==> src/rtl/pe_out_writeback_if.sv <==
// Result/write bus between the PE output stage, the writeback block and the output buffer memory.
// The master side drives tile configuration, PE results and memory ready; the slave side drives writes and status.
interface pe_out_writeback_if #(
    parameter int DATA_WID = 16,
    parameter int ADDR_B   = 10
);
    logic                start;
    logic [ADDR_B-1:0]   base_addr;
    logic [ADDR_B-1:0]   tile_len;
    logic                relu_en;
    logic                in_valid;
    logic [DATA_WID-1:0] in_data;
    logic                out_valid;
    logic                out_ready;
    logic [DATA_WID-1:0] out_data;
    logic [ADDR_B-1:0]   out_addr;
    logic                busy;
    logic                tile_done;
    logic                ovf;

    modport master (
        output start, base_addr, tile_len, relu_en, in_valid, in_data, out_ready,
        input  out_valid, out_data, out_addr, busy, tile_done, ovf
    );

    modport slave (
        input  start, base_addr, tile_len, relu_en, in_valid, in_data, out_ready,
        output out_valid, out_data, out_addr, busy, tile_done, ovf
    );
endinterface

==> src/rtl/pe_out_writeback.sv <==
// Generic synchronous FIFO with a combinational head; push is allowed when full if a pop happens in the same cycle.
// Latency: a pushed word is visible at the head one cycle after the push edge.
// Backpressure: none internally; the caller must gate push on full (unless popping) and pop on empty.
module pe_out_fifo #(
    parameter int WIDTH = 16,
    parameter int DEPTH = 4
) (
    input  logic             clk,
    input  logic             rst_n,
    input  logic             push,
    input  logic [WIDTH-1:0] push_dat,
    input  logic             pop,
    output logic [WIDTH-1:0] head_dat,
    output logic             empty,
    output logic             full
);
    localparam int PW    = $clog2(DEPTH);
    localparam int CNT_W = PW + 1;

    logic [WIDTH-1:0] mem [DEPTH];
    logic [PW-1:0]    rd_ptr;
    logic [PW-1:0]    wr_ptr;
    logic [CNT_W-1:0] count;

    always_ff @(posedge clk) begin
        if (push) begin
            mem[wr_ptr] <= push_dat;
        end
    end

    always_ff @(posedge clk or negedge rst_n) begin
        if (!rst_n) begin
            rd_ptr <= '0;
            wr_ptr <= '0;
            count  <= '0;
        end else begin
            if (push) begin
                wr_ptr <= wr_ptr + PW'(1);
            end
            if (pop) begin
                rd_ptr <= rd_ptr + PW'(1);
            end
            case ({push, pop})
                2'b10:   count <= count + CNT_W'(1);
                2'b01:   count <= count - CNT_W'(1);
                default: count <= count;
            endcase
        end
    end

    assign head_dat = mem[rd_ptr];
    assign empty    = (count == '0);
    assign full     = (count == CNT_W'(DEPTH));
endmodule

// Writes one tile of PE results (optional ReLU) to consecutive output-buffer addresses through a small FIFO.
// Latency: a result accepted at edge t requests its write in the cycle after edge t.
// Backpressure: out_ready=0 holds the write; results arriving with no room, out of tile or past tile_len are dropped and flag ovf.
module pe_out_writeback #(
    parameter int DATA_WID   = 16,
    parameter int ADDR_B     = 10,
    parameter int FIFO_DEPTH = 4
) (
    input  logic               clk,
    input  logic               reset,
    pe_out_writeback_if.slave  bus
);
    typedef enum logic [1:0] {
        IDLE,
        RUN,
        DONE
    } state_t;

    state_t              state;
    logic [ADDR_B-1:0]   base_q;
    logic [ADDR_B-1:0]   len_q;
    logic [ADDR_B-1:0]   acc_cnt;
    logic [ADDR_B-1:0]   wr_cnt;
    logic                relu_q;
    logic                busy_q;
    logic                done_q;
    logic                ovf_q;

    logic                fifo_empty;
    logic                fifo_full;
    logic                push;
    logic                pop;
    logic [DATA_WID-1:0] push_dat;
    logic [DATA_WID-1:0] head_dat;

    assign pop  = !fifo_empty && bus.out_ready;
    // A full FIFO still takes a result when the head leaves on the same edge.
    assign push = bus.in_valid && (state == RUN) && (acc_cnt != len_q) && (!fifo_full || pop);
    assign push_dat = (relu_q && bus.in_data[DATA_WID-1]) ? '0 : bus.in_data;

    pe_out_fifo #(
        .WIDTH (DATA_WID),
        .DEPTH (FIFO_DEPTH)
    ) u_fifo (
        .clk      (clk),
        .rst_n    (reset),
        .push     (push),
        .push_dat (push_dat),
        .pop      (pop),
        .head_dat (head_dat),
        .empty    (fifo_empty),
        .full     (fifo_full)
    );

    always_ff @(posedge clk or negedge reset) begin
        if (!reset) begin
            state   <= IDLE;
            base_q  <= '0;
            len_q   <= '0;
            relu_q  <= 1'b0;
            acc_cnt <= '0;
            wr_cnt  <= '0;
            busy_q  <= 1'b0;
            done_q  <= 1'b0;
            ovf_q   <= 1'b0;
        end else begin
            if (bus.in_valid && !push) begin
                ovf_q <= 1'b1;
            end
            if (push) begin
                acc_cnt <= acc_cnt + ADDR_B'(1);
            end
            if (pop) begin
                wr_cnt <= wr_cnt + ADDR_B'(1);
            end
            case (state)
                IDLE: begin
                    done_q <= 1'b0;
                    if (bus.start) begin
                        base_q  <= bus.base_addr;
                        len_q   <= bus.tile_len;
                        relu_q  <= bus.relu_en;
                        acc_cnt <= '0;
                        wr_cnt  <= '0;
                        if (bus.tile_len == '0) begin
                            state  <= DONE;
                            done_q <= 1'b1;
                        end else begin
                            state  <= RUN;
                            busy_q <= 1'b1;
                        end
                    end
                end
                RUN: begin
                    // Leave on the edge that completes the last write so tile_done follows it directly.
                    if (pop && (wr_cnt + ADDR_B'(1) == len_q)) begin
                        state  <= DONE;
                        busy_q <= 1'b0;
                        done_q <= 1'b1;
                    end
                end
                DONE: begin
                    state  <= IDLE;
                    done_q <= 1'b0;
                end
                default: begin
                    state  <= IDLE;
                    busy_q <= 1'b0;
                    done_q <= 1'b0;
                end
            endcase
        end
    end

    assign bus.out_valid = !fifo_empty;
    assign bus.out_data  = fifo_empty ? '0 : head_dat;
    assign bus.out_addr  = base_q + wr_cnt;
    assign bus.busy      = busy_q;
    assign bus.tile_done = done_q;
    assign bus.ovf       = ovf_q;
endmodule

==> src/flat_wrapper.sv <==
// flat-port wrapper written by rule: the top's interface ports become plain ports
module pe_out_writeback_flat 
#(
    parameter int DATA_WID   = 16,
    parameter int ADDR_B     = 10,
    parameter int FIFO_DEPTH = 4
)
  (clk, reset, bus_start, bus_base_addr, bus_tile_len, bus_relu_en, bus_in_valid, bus_in_data, bus_out_ready, bus_out_valid, bus_out_data, bus_out_addr, bus_busy, bus_tile_done, bus_ovf);
  pe_out_writeback_if #(.DATA_WID(DATA_WID), .ADDR_B(ADDR_B)) bus_i ();
  input  logic clk;
  input  logic reset;
  input wire logic [$bits(bus_i.start)-1:0] bus_start;
  input wire logic [$bits(bus_i.base_addr)-1:0] bus_base_addr;
  input wire logic [$bits(bus_i.tile_len)-1:0] bus_tile_len;
  input wire logic [$bits(bus_i.relu_en)-1:0] bus_relu_en;
  input wire logic [$bits(bus_i.in_valid)-1:0] bus_in_valid;
  input wire logic [$bits(bus_i.in_data)-1:0] bus_in_data;
  input wire logic [$bits(bus_i.out_ready)-1:0] bus_out_ready;
  output wire logic [$bits(bus_i.out_valid)-1:0] bus_out_valid;
  output wire logic [$bits(bus_i.out_data)-1:0] bus_out_data;
  output wire logic [$bits(bus_i.out_addr)-1:0] bus_out_addr;
  output wire logic [$bits(bus_i.busy)-1:0] bus_busy;
  output wire logic [$bits(bus_i.tile_done)-1:0] bus_tile_done;
  output wire logic [$bits(bus_i.ovf)-1:0] bus_ovf;
  assign bus_i.start = bus_start;
  assign bus_i.base_addr = bus_base_addr;
  assign bus_i.tile_len = bus_tile_len;
  assign bus_i.relu_en = bus_relu_en;
  assign bus_i.in_valid = bus_in_valid;
  assign bus_i.in_data = bus_in_data;
  assign bus_i.out_ready = bus_out_ready;
  assign bus_out_valid = bus_i.out_valid;
  assign bus_out_data = bus_i.out_data;
  assign bus_out_addr = bus_i.out_addr;
  assign bus_busy = bus_i.busy;
  assign bus_tile_done = bus_i.tile_done;
  assign bus_ovf = bus_i.ovf;
  pe_out_writeback #(.DATA_WID(DATA_WID), .ADDR_B(ADDR_B), .FIFO_DEPTH(FIFO_DEPTH)) u_core (.clk(clk), .reset(reset), .bus(bus_i));
endmodule
==> config.mk <==
export PLATFORM = sky130hd
export DESIGN_NAME = pe_out_writeback_flat
export DESIGN_NICKNAME = d
export VERILOG_FILES = /design/src/rtl/pe_out_writeback_if.sv /design/src/rtl/pe_out_writeback.sv /design/src/flat_wrapper.sv
export SDC_FILE = /design/constraint.sdc
export NUM_CORES = 1
export LEC_CHECK = 0
export ABC_AREA = 1
export CORE_MARGIN = 1.5
export CORE_UTILIZATION = 56
export CTS_CLUSTER_SIZE = 10
export DETAILED_ROUTE_END_ITERATION = 12
export PLACE_DENSITY = 0.8
export SLEW_MARGIN = 20
export SYNTH_ARGS = -nofsm -noshare
export SYNTH_HDL_FRONTEND = slang
export SYNTH_SLANG_ARGS = --single-unit
==> constraint.sdc <==
create_clock -name clk -period 3.25 [get_ports clk]
set_input_delay 0.65 -clock clk [delete_from_list [all_inputs] [get_ports clk]]
set_output_delay 0.65 -clock clk [all_outputs]
set_load 0.01 [all_outputs]
Word level (Yosys, flattened, before mapping)
Memory sizes are Yosys's and may differ from the RTL's. Cells that the tools add are included. Widths: inputs -> output; s select.

Register bits: 53. Bits in writable memories: 64. Output and inout port bits: 30. Word-level logic and storage cells: 72. Memories: 1.

Memory list: u_core.u_fifo.mem (words 4, width 16, rd ports 1, clocked after Yosys merged registers in 0, wr ports 1, line pe_out_writeback.sv:20) `logic [WIDTH-1:0] mem [DEPTH];`.

$add $sub $neg: 7. Eq/ne operators: 10. Muxes and demuxes: 23. Bitwise gates (word level): 1. Reduce and logical (&&, ||, !) cells: 18.

Operator list (number): $mux 10 (6); $mux 16 (2); $add 10x1->10 const B (2); $add 10x10->10 (1); $eq 10x10->1 (1); $logic_not 10->1 (1); $ne 10x10->1 (1); $mux 1 (8); $logic_and 1x1->1 (7); $mux 2 (3); $ne 2x2->1 const B (3); $pmux 3 s2 (1); $add 2x1->2 const B (2); $eq 2x1->1 const B (2); $eq 2x2->1 const B (2); $pmux 2 s2 (1); $reduce_and 2->1 (2); $reduce_and 4->1 (1); $add 3x1->3 const B (1); $eq 3x3->1 const B (1); $logic_not 1->1 (3); $logic_not 3->1 (1); $pmux 1 s3 (1); $sub 3x1->3 const B (1); other kinds (5) (5).

Logic depth before layout (Yosys ltp)
Gate-level depths: netlist of run 1.

Depth after elaboration: 8. Mapped depth: 15.

By module
From an unflattened synthesis of run 1, not the netlist that was laid out.

Cell total of the unflattened synthesis: 709. Area, all modules: 6491.2 um^2.

By module, submodules not included: pe_out_writeback (times used 1, cells an instance 474, area an instance 3281.9 um^2, sequential area each 1151.1 um^2); pe_out_fifo (times used 1, cells an instance 235, area an instance 3209.3 um^2, sequential area each 2097.0 um^2).

Least setup slack after synthesis of run 1
Ideal clock, no wire load.

Kind: flip-flop to output port. Start point: reg u_core.wr_cnt[0]. End point: out bus_out_addr[8]. Arrival time: 1887 ps. Setup slack: 713 ps. Stages on the path, launching flop included: 13. Buffers on the path: 0. Cell sequence: dfrtp_1 -> ha_1 -> inv_1 -> fa_1 -> o21ai_0 -> nand2_1 -> nand2_1 -> nand2_1 -> nand2_1 -> nand2_1 -> nand2_1 -> a21oi_1 -> xor2_1.

Word-level cells in the longest chain between the ends: 1.

Ends and longest elaborated chain: start, declared (line pe_out_writeback.sv:78) `logic [ADDR_B-1:0] wr_cnt;`; start signal, assigned (line pe_out_writeback.sv:129) `wr_cnt <= wr_cnt + ADDR_B'(1);`; $add 10x10->10 (line pe_out_writeback.sv:172) `assign bus.out_addr = base_q + wr_cnt;`; end, declared (line flat_wrapper.sv:21) `output wire logic [$bits(bus_i.out_addr)-1:0] bus_out_addr;`.

Every way passes these cells.

Worst setup path after layout of run 1
Start point: reg u_core.wr_cnt[2]. End point: out bus_out_addr[5].

Same word-level chain as after synthesis.

==> results of run 1 <==
-- critical path: stages (launching register included) --
cell             delay (ns)
dfrtp_2                0.48
ha_4                   0.28
a21oi_1                0.21
o21ai_1                0.11
a21oi_1                0.19
buf_4                  0.15
xnor2_1                0.11
clkdlybuf4s50_1        0.56
-- routing by layer --
metal | part of all wire (%) | GRT usage, % | vias up
li1 | - | - | 2362
met1 | 40 | 30.6 | 2374
met2 | 52 | 47.4 | 214
met3 | 5.8 | 6.44 | 32
met4 | 1.8 | 10.1 | 0
met5 | 0 | 0 | -
-- logic make-up after synthesis --
group | after synthesis
DFF | 117
buffers and inverters | 106
xor gates and xnor gates | 26
adders and majority gates | 17
and+or+nand+nor | 304
AOI/OAI and AO/OA | 107
-- path summary, 6_finish.rpt --
check                                           startpoint                           to  slack, ns  cells after the start
worst min-delay path                                 reset  u_core.bus.busy$_DFFE_PN0P_       0.13                      1
min in group clk                u_core.bus.ovf$_DFFE_PN0P_   u_core.bus.ovf$_DFFE_PN0P_       0.45                      1
max in group asynchronous                            reset   u_core.wr_cnt[5]$_DFF_PN0_       2.49                      2
worst max register to register  u_core.wr_cnt[0]$_DFF_PN0_  u_core.bus.busy$_DFFE_PN0P_       1.08                     16
worst max-delay path            u_core.wr_cnt[2]$_DFF_PN0_              bus_out_addr[5]      -0.01                      7
worst min register to register  u_core.bus.ovf$_DFFE_PN0P_   u_core.bus.ovf$_DFFE_PN0P_       0.45                      1
-- layout make-up --
class / instances / area (um2)
flip-flops and latches: 117 / 3250
fillers: 738 / 2780
multi-input cells: 454 / 2360
repair buffers: 86 / 821
clock buffers: 19 / 422
inverters: 82 / 308
clock inverters: 13 / 205
well taps: 136 / 170
-- state kept, by name, indices dropped and copies added (netlist names) --
register and count:
u_core.base_q 10, u_core.state 2, u_core.u_fifo.mem 64, u_core.bus.busy 1, u_core.u_fifo.count 3, u_core.bus.ovf 1
u_core.acc_cnt 10, u_core.relu_q 1, u_core.u_fifo.rd_ptr 2, u_core.bus.tile_done 1, u_core.wr_cnt 10, u_core.u_fifo.wr_ptr 2
u_core.len_q 10
-- where the power goes --
| group | internal (mW) | switching, mW |
|---|---|---|
| Clock | 1.32 | 0.668 |
| Combinational | 1.61 | 2.04 |
| Sequential | 2.00 | 0.352 |
-- metrics by stage --
stage / instances / instance area [um2] / utilization [%] / hold slack, ns
final: 907 / 7540 / 73.0 / 0.129
after global routing: 907 / 7540 / 73.0 / 0.154
after CTS: 907 / 7530 / 72.9 / 0.308
after detailed placement: 873 / 6830 / 66.2 / 0.449
after global placement: 873 / 6830 / 66.2 / 0.442
after floorplan: 677 / 5960 / - / 0.354
-- cell usage after synthesis --
cell	number	area share, %
a211oi_1	2	0.25
a21boi_0	1	0.13
a21o_1	1	0.13
a21oi_1	38	3.2
a31oi_1	1	0.11
and2_1	1	0.11
buf_1	1	0.063
buf_2	6	0.50
buf_4	2	0.25
clkbuf_1	15	0.94
dfrtp_1	53	22
edfxtp_1	64	32
fa_1	2	0.67
ha_1	15	3.1
inv_1	81	5.1
inv_2	1	0.063
nand2_1	130	8.2
nand2_2	3	0.31
nand2_4	2	0.38
nand3_1	33	2.8
nand3_2	1	0.17
nand4_1	6	0.63
nor2_1	112	7.1
nor2_2	1	0.11
nor2_4	1	0.19
nor2_8	1	0.34
nor3_1	6	0.50
nor4_1	2	0.21
o211ai_1	2	0.25
o21a_1	1	0.13
o21ai_0	54	4.5
o21ai_1	5	0.42
o21bai_2	1	0.19
o31ai_1	1	0.13
or2_1	3	0.31
or2_2	2	0.21
xnor2_1	9	1.3
xor2_1	17	2.5
-- what timing repair did --
action | 4_1_cts | 5_1_grt
buffers inserted | 2 | 0
gates resized for setup | 16 | 4
setup endpoints to repair | 7 | 4
pin swaps | 1 | 0
==> flow_summary.json, run 1 <==
{
  "arrival_ns": 2.61,
  "via_per_inst": 5.49,
  "final_common_cell": "nand2_1",
  "final_cell_mix": "nand2_1 (130), nor2_1 (111), inv_1 (81), clkdlybuf4s50_1 (66), edfxtp_1 (64)",
  "cts_buffer_depth": 2,
  "pre_cts_slack_ns": 0.116,
  "leakagePower_nw": 3.29,
  "detail_route.wl_per_cell_um": 15.5,
  "cts_hold_buffers": 0,
  "synth-seq-area-share_pct": 54.5,
  "first_pass_iters": 5,
  "pin_count": 72,
  "tightest_slew_ns": 0.691,
  "drt_iter0_drc": 385,
  "die_h_um": 106,
  "fin_nets": 817,
  "root_buffer": "clkbuf_8",
  "synth-seq-cells": 117,
  "synthCells": 677,
  "place_congestion": 0.831,
  "syn_nets": 736,
  "cts_tree": "yes",
  "slew_headroom_pct": 53.9,
  "synth_top_family_by_area": "simple AND/OR/NAND/NOR gates",
  "numCtsBuffers": 17,
  "syn_to_final_growth_pct": 26.5,
  "final-hold-violation-count": 0,
  "power_mw": 7.99,
  "grt_pass1_vias": 4984,
  "endpoint_kind": "primary output",
  "run_status": "complete, but fails checks",
  "synth-compound-area-share_pct": 9.45,
  "grt_max_degree": 44,
  "postRouteAntennaNets": 0,
  "synth-simple-area-share_pct": 21.5,
  "hold_path_class": "primary input to async pin",
  "drive_above_1_share_pct": 9.34,
  "grt_antenna_before_repair": 0,
  "finalSetupTns_ns": -0.0121,
  "fin_ws_ns": -0.0121,
  "antenna_cells": 0,
  "rsz0062_at_grt": "yes",
  "grt_overflow": 0,
  "crit_type": "flip-flop to primary output",
  "route.detailed.drc": 0,
  "start_util_pct": 57.7,
  "power_density_mw_per_mm2": 1060,
  "setup_violations": 1,
  "synth-xor-area-share_pct": 3.82,
  "dpl.hpwl_mm": 8.79,
  "rows": 37,
  "portBuffers": 71,
  "die_x_um": 106,
  "clk_latency_ns": 0.52,
  "synthMuxAreaShare_pct": 0,
  "period_needed_ns": 3.26,
  "track_usage_pct": 26.5,
  "cts_max_level": 4,
  "start_kind": "flip-flop",
  "violations": "setup timing",
  "via_count": 4982,
  "cts_sinks": 117,
  "clock_skew_ns": 0.00763,
  "synth_fa_ha_area_share_pct": 3.82,
  "wl_mm": 14.1,
  "yosysUniqueCellTypes": 38,
  "ir_drop_mv": 0.704,
  "timing.final.max_slew_violations": 0,
  "avgSynthCellArea_um2": 8.80,
  "die_area_mm2": 0.0113,
  "finalCritPeriodShare_pct": 100,
  "clkTransAtPathRegs_ns": 0.06,
  "grt_pass1_wl_mm": 23.0,
  "ys_warn_count": 0,
  "core-area_mm2": 0.0103,
  "synth_area_mm2": 0.00596,
  "worst-path-max-fanout": 8,
  "crit_required_ns": 2.60,
  "maxCapViolCount": 0,
  "fmax_mhz": 307
}
Note: power is estimated with default switching activity, not from simulation.
==> run 2: changes to the inputs <==
--- a/config.mk
+++ b/config.mk
@@ -7,11 +7,9 @@
 export LEC_CHECK = 0
 export ABC_AREA = 1
 export CORE_MARGIN = 1.5
-export CORE_UTILIZATION = 56
+export CORE_UTILIZATION = 29
 export CTS_CLUSTER_SIZE = 10
 export DETAILED_ROUTE_END_ITERATION = 12
-export PLACE_DENSITY = 0.8
-export SLEW_MARGIN = 20
 export SYNTH_ARGS = -nofsm -noshare
 export SYNTH_HDL_FRONTEND = slang
 export SYNTH_SLANG_ARGS = --single-unit
==> constraint.sdc (replaced) <==
create_clock -name clk -period 3.5 [get_ports clk]
set_input_delay 0.7 -clock clk [delete_from_list [all_inputs] [get_ports clk]]
set_output_delay 0.7 -clock clk [all_outputs]
set_load 0.01 [all_outputs]
==> flow_summary.json, run 2 (synthesis gave the netlist of run 1 again) <==
{
  "power_density_mw_per_mm2": 953,
  "final_common_cell": "nand2_1",
  "clock_skew_ns": 0.00852,
  "syn_to_final_growth_pct": 28.3,
  "rows": 52,
  "root_buffer": "clkbuf_16",
  "endpoint_kind": "primary output",
  "multi_input_area_mm2": 0.00232,
  "cts_buffer_depth": 2,
  "track_usage_pct": 14.0,
  "die_area_mm2": 0.0214,
  "cts_sinks": 117,
  "die_h_um": 146,
  "tightest_slew_ns": 0.913,
  "hold_path_class": "primary input to async pin",
  "r2r_end": "u_core.u_fifo.mem[1][3]$_DFFE_PP_",
  "rrSetupSlack_ns": 1.39,
  "setup_violations": 0,
  "fin_ws_ns": 0.167,
  "reg2reg_depth": 8,
  "grt_pass1_wl_mm": 23.3,
  "via_per_inst": 4.43,
  "pin_count": 72,
  "fin_nets": 816,
  "pre_cts_slack_ns": 0.259,
  "clk_latency_ns": 0.43,
  "largest-register": "u_core.u_fifo.mem",
  "maxCapViolCount": 0,
  "largest_reg_flops": 64,
  "wl_mm": 14.1,
  "final_cell_mix": "nand2_1 (130), nor2_1 (111), inv_1 (81), clkdlybuf4s50_1 (68), edfxtp_1 (64)",
  "worst-path-max-fanout": 8,
  "crit_type": "flip-flop to primary output",
  "start_util_pct": 29.5,
  "finalSetupTns_ns": 0,
  "clkTransAtPathRegs_ns": 0.06,
  "portBuffers": 71,
  "final-hold-violation-count": 0,
  "fmax_mhz": 300,
  "leakagePower_nw": 3.30,
  "grt_pass1_vias": 4608,
  "cts_tree": "yes",
  "drive_above_1_share_pct": 8.57,
  "dpl.hpwl_mm": 9.37,
  "grt_antenna_before_repair": 0,
  "cts_hold_buffers": 0,
  "cts_max_level": 4,
  "grt_overflow": 0,
  "first_pass_iters": 5,
  "slew_headroom_pct": 39.1,
  "postRouteAntennaNets": 0,
  "detail_route.wl_per_cell_um": 13.6,
  "numCtsBuffers": 17,
  "start_kind": "flip-flop",
  "seq_area_mm2": 0.00325,
  "rr_startpoint": "u_core.u_fifo.count[1]$_DFFE_PN0P_",
  "timing.final.max_slew_violations": 0,
  "core-area_mm2": 0.0202,
  "ir_drop_mv": 0.724,
  "period_needed_ns": 3.33,
  "finalCritPeriodShare_pct": 95.2,
  "via_count": 4607,
  "crit_required_ns": 2.80,
  "antenna_cells": 0,
  "run_status": "finished, final reports clean",
  "fin_hold_ws_ns": 0.410,
  "rsz0062_at_grt": "no",
  "drt_iter0_drc": 314,
  "route.detailed.drc": 0,
  "arrival_ns": 2.63,
  "nFillCells": 2071,
  "place_congestion": 0.793,
  "die_x_um": 146,
  "grt_max_degree": 40
}
-- run 2: area by class of cell --
cell class | instances | share of cell area, %
sequential | 117 | 42.5
multi-input combinational | 454 | 30.4
timing repair buffer | 85 | 10.6
clock buffer | 17 | 5.56
tap | 270 | 4.42
inverter | 82 | 4.02
clock inverter | 15 | 2.52
-- run 2: worst max-delay path, stage by stage (launching register included) --
cell	delay [ns]
dfrtp_2	0.48
ha_4	0.28
a21oi_1	0.21
o21ai_1	0.11
a21oi_1	0.18
nor2_1	0.06
nor2_1	0.13
xor2_1	0.19
clkdlybuf4s50_1	0.56
-- run 2: worst max-delay path by stage --
stage | from | end | slack, ns
3_5_place_dp | u_core.wr_cnt[0]$_DFF_PN0_ | bus_out_addr[8] | 0.26
6_report | u_core.wr_cnt[2]$_DFF_PN0_ | bus_out_addr[7] | 0.17
3_3_place_gp | u_core.wr_cnt[0]$_DFF_PN0_ | bus_out_addr[8] | 0.28
2_1_floorplan | u_core.wr_cnt[0]$_DFF_PN0_ | bus_out_addr[8] | 0.91
4_1_cts | u_core.wr_cnt[2]$_DFF_PN0_ | bus_out_addr[7] | 0.002
5_1_grt | u_core.wr_cnt[2]$_DFF_PN0_ | bus_out_addr[7] | 0.02
-- run 2: through the flow --
stage	instances	instance area [um2]	utilization [%]	power, mW
after floorplan	677	5960	-	4.10
after global placement	1006	6990	34.7	5.42
after detailed placement	1006	6990	34.7	5.45
after CTS	1040	7630	37.8	7.33
after global routing	1040	7650	37.9	7.85
final	1040	7650	37.9	7.29
-- run 2: power breakdown --
group | internal (mW) | switching (mW)
registers | 1.85 | 0.277
clock network | 1.14 | 0.687
logic | 1.47 | 1.86
-- run 2: routing by layer --
metal | GRT usage, % | part of all wire [%] | wire length [um] | vias to the layer above
li1 | - | - | - | 2374
met4 | 5.05 | 1.3 | 187 | 0
met3 | 3.81 | 6.0 | 845 | 14
met1 | 18.0 | 46 | 6430 | 2097
met2 | 22.8 | 47 | 6640 | 122
met5 | 0 | 0 | 0 | -
-- run 2: repair_timing --
action                                  in CTS  in global routing
resized for setup                            3                  6
setup buffers                                2                  0
endpoints found under the setup margin       3                  3
==> run 3: changes to the inputs <==
--- a/config.mk
+++ b/config.mk
@@ -10,6 +10,7 @@
 export CORE_UTILIZATION = 29
 export CTS_CLUSTER_SIZE = 10
 export DETAILED_ROUTE_END_ITERATION = 12
+export PLACE_DENSITY = 0.45
 export SYNTH_ARGS = -nofsm -noshare
 export SYNTH_HDL_FRONTEND = slang
 export SYNTH_SLANG_ARGS = --single-unit
==> flow_summary.json, run 3 (synthesis gave the netlist of run 1 again) <==
{
  "fin_nets": 816,
  "final_common_cell": "nand2_1",
  "finalCritPeriodShare_pct": 95.1,
  "via_count": 4622,
  "fin_hold_ws_ns": 0.358,
  "die_x_um": 146,
  "grt_antenna_before_repair": 0,
  "place_congestion": 0.794,
  "clk_latency_ns": 0.41,
  "power_mw": 7.24,
  "postRouteAntennaNets": 0,
  "via_per_inst": 4.44,
  "grt_pass1_vias": 4650,
  "wl_mm": 14.9,
  "cpMaxStageDelayCell": "clkdlybuf4s50_1",
  "portBuffers": 71,
  "cts_tree": "yes",
  "grt_overflow": 0,
  "leakagePower_nw": 3.29,
  "largest_reg_flops": 64,
  "grt_pass1_wl_mm": 24.0,
  "finalSetupTns_ns": 0,
  "dpl.hpwl_mm": 9.94,
  "first_pass_iters": 4,
  "setup_violations": 0,
  "period_needed_ns": 3.33,
  "final_util_pct": 37.9,
  "pin_count": 72,
  "numCtsBuffers": 17,
  "final-hold-violation-count": 0,
  "worst-path-max-fanout": 3,
  "die_area_mm2": 0.0214,
  "start_util_pct": 29.5,
  "antenna_cells": 0,
  "syn_to_final_growth_pct": 28.1,
  "root_buffer": "clkbuf_16",
  "core-area_mm2": 0.0202,
  "clkTransAtPathRegs_ns": 0.06,
  "critical_path.cell_chain": "ha_1, inv_1, fa_1, o21ai_2, nand2_1, nand2_1, nand2_1, nand2_1, xor2_1, clkdlybuf4s50_1",
  "crit_type": "flip-flop to primary output",
  "crit_top_cell": "nand2_1",
  "final_cell_mix": "nand2_1 (130), nor2_1 (111), inv_1 (81), clkdlybuf4s50_1 (68), edfxtp_1 (64)",
  "drt_iter0_drc": 221,
  "critical_path.max_stage_delay_ns": 0.55,
  "slew_headroom_pct": 47.6,
  "tightest_slew_ns": 0.787,
  "detail_route.wl_per_cell_um": 14.3,
  "rsz0062_at_grt": "no",
  "die_h_um": 146,
  "timing.final.max_slew_violations": 0,
  "route.detailed.drc": 0,
  "crit_required_ns": 2.80,
  "hold_path_class": "primary input to async pin",
  "maxCapViolCount": 0,
  "grt_max_degree": 34,
  "clock_skew_ns": 0.0107,
  "power_density_mw_per_mm2": 947,
  "rows": 52,
  "fmax_mhz": 300,
  "largest-register": "u_core.u_fifo.mem",
  "run_status": "finished, final reports clean",
  "arrival_ns": 2.63,
  "cts_sinks": 117,
  "track_usage_pct": 14.5,
  "drive_above_1_share_pct": 8.44,
  "cts_buffer_depth": 2,
  "ir_drop_mv": 0.494,
  "cts_max_level": 4,
  "start_kind": "flip-flop",
  "endpoint_kind": "primary output"
}
run 3: changes by cell type in the layout (fill, tap and decap cells not counted), sizes merged:
cell    before  now
clkbuf      17   18
inv         90   84
clkinv       3    8
run 3: stage by stage:
step | std cells | area, um2 | setup WS (ns)
after floorplan | 677 | 5960 | 0.913
after global placement | 1007 | 7000 | 0.222
after detailed placement | 1007 | 7000 | 0.215
after CTS | 1040 | 7610 | 0.0414
after global routing | 1040 | 7640 | 0.00890
final | 1040 | 7640 | 0.170
run 3: where the power goes:
group	leakage (nW)	total (mW)	internal (mW)	switching, mW
Combinational	1.76	3.32	1.46	1.86
Clock	0.295	1.78	1.13	0.657
Sequential	1.24	2.13	1.85	0.281
run 3: worst paths after layout:
check | slack, ns | start | cells past startpoint | to
setup / recovery | 0.17 | u_core.wr_cnt[0]$_DFF_PN0_ | 10 | bus_out_addr[6]
hold / removal | 0.36 | reset | 1 | u_core.state[0]$_DFFE_PN0P_
setup reg to reg | 1.38 | u_core.wr_cnt[0]$_DFF_PN0_ | 16 | u_core.bus.busy$_DFFE_PN0P_
hold reg to reg | 0.46 | u_core.bus.ovf$_DFFE_PN0P_ | 1 | u_core.bus.ovf$_DFFE_PN0P_
max in group asynchronous | 2.30 | reset | 2 | u_core.wr_cnt[3]$_DFF_PN0_
min in group clk | 0.46 | u_core.bus.ovf$_DFFE_PN0P_ | 1 | u_core.bus.ovf$_DFFE_PN0P_
run 3: cell type report:
class | count | area (um2)
clock buffer | 18 | 429
clock inverter | 14 | 178
fill | 2071 | 12500
inverter | 82 | 308
multi-input combinational | 454 | 2320
sequential | 117 | 3250
tap | 270 | 338
timing repair buffer | 85 | 812
run 3: worst max-delay path: cells and delay by family, from the launching register on:
kind	cells	cell delay, ns
xor+xnor	1	0.15
flops	1	0.35
fa+ha+maj	2	0.63
simple gates	4	0.25
buf+inv	2	0.64
compound gates	1	0.20
run 3: repair_timing:
action,CTS,global route
hold buffers,0,0
setup endpoints to repair,2,1
gates resized for setup,3,5
cloned,0,0
buffers inserted,1,0
hold endpoints to repair,0,0
run 3: routing by layer:
layer  vias up  track usage [%]  routed length, um
li1       2369                -                  -
met1      2158             17.5               6700
met2        89             25.7               7410
met3         6             4.19                714
met4         0             3.33                 84
met5         -                0                  0
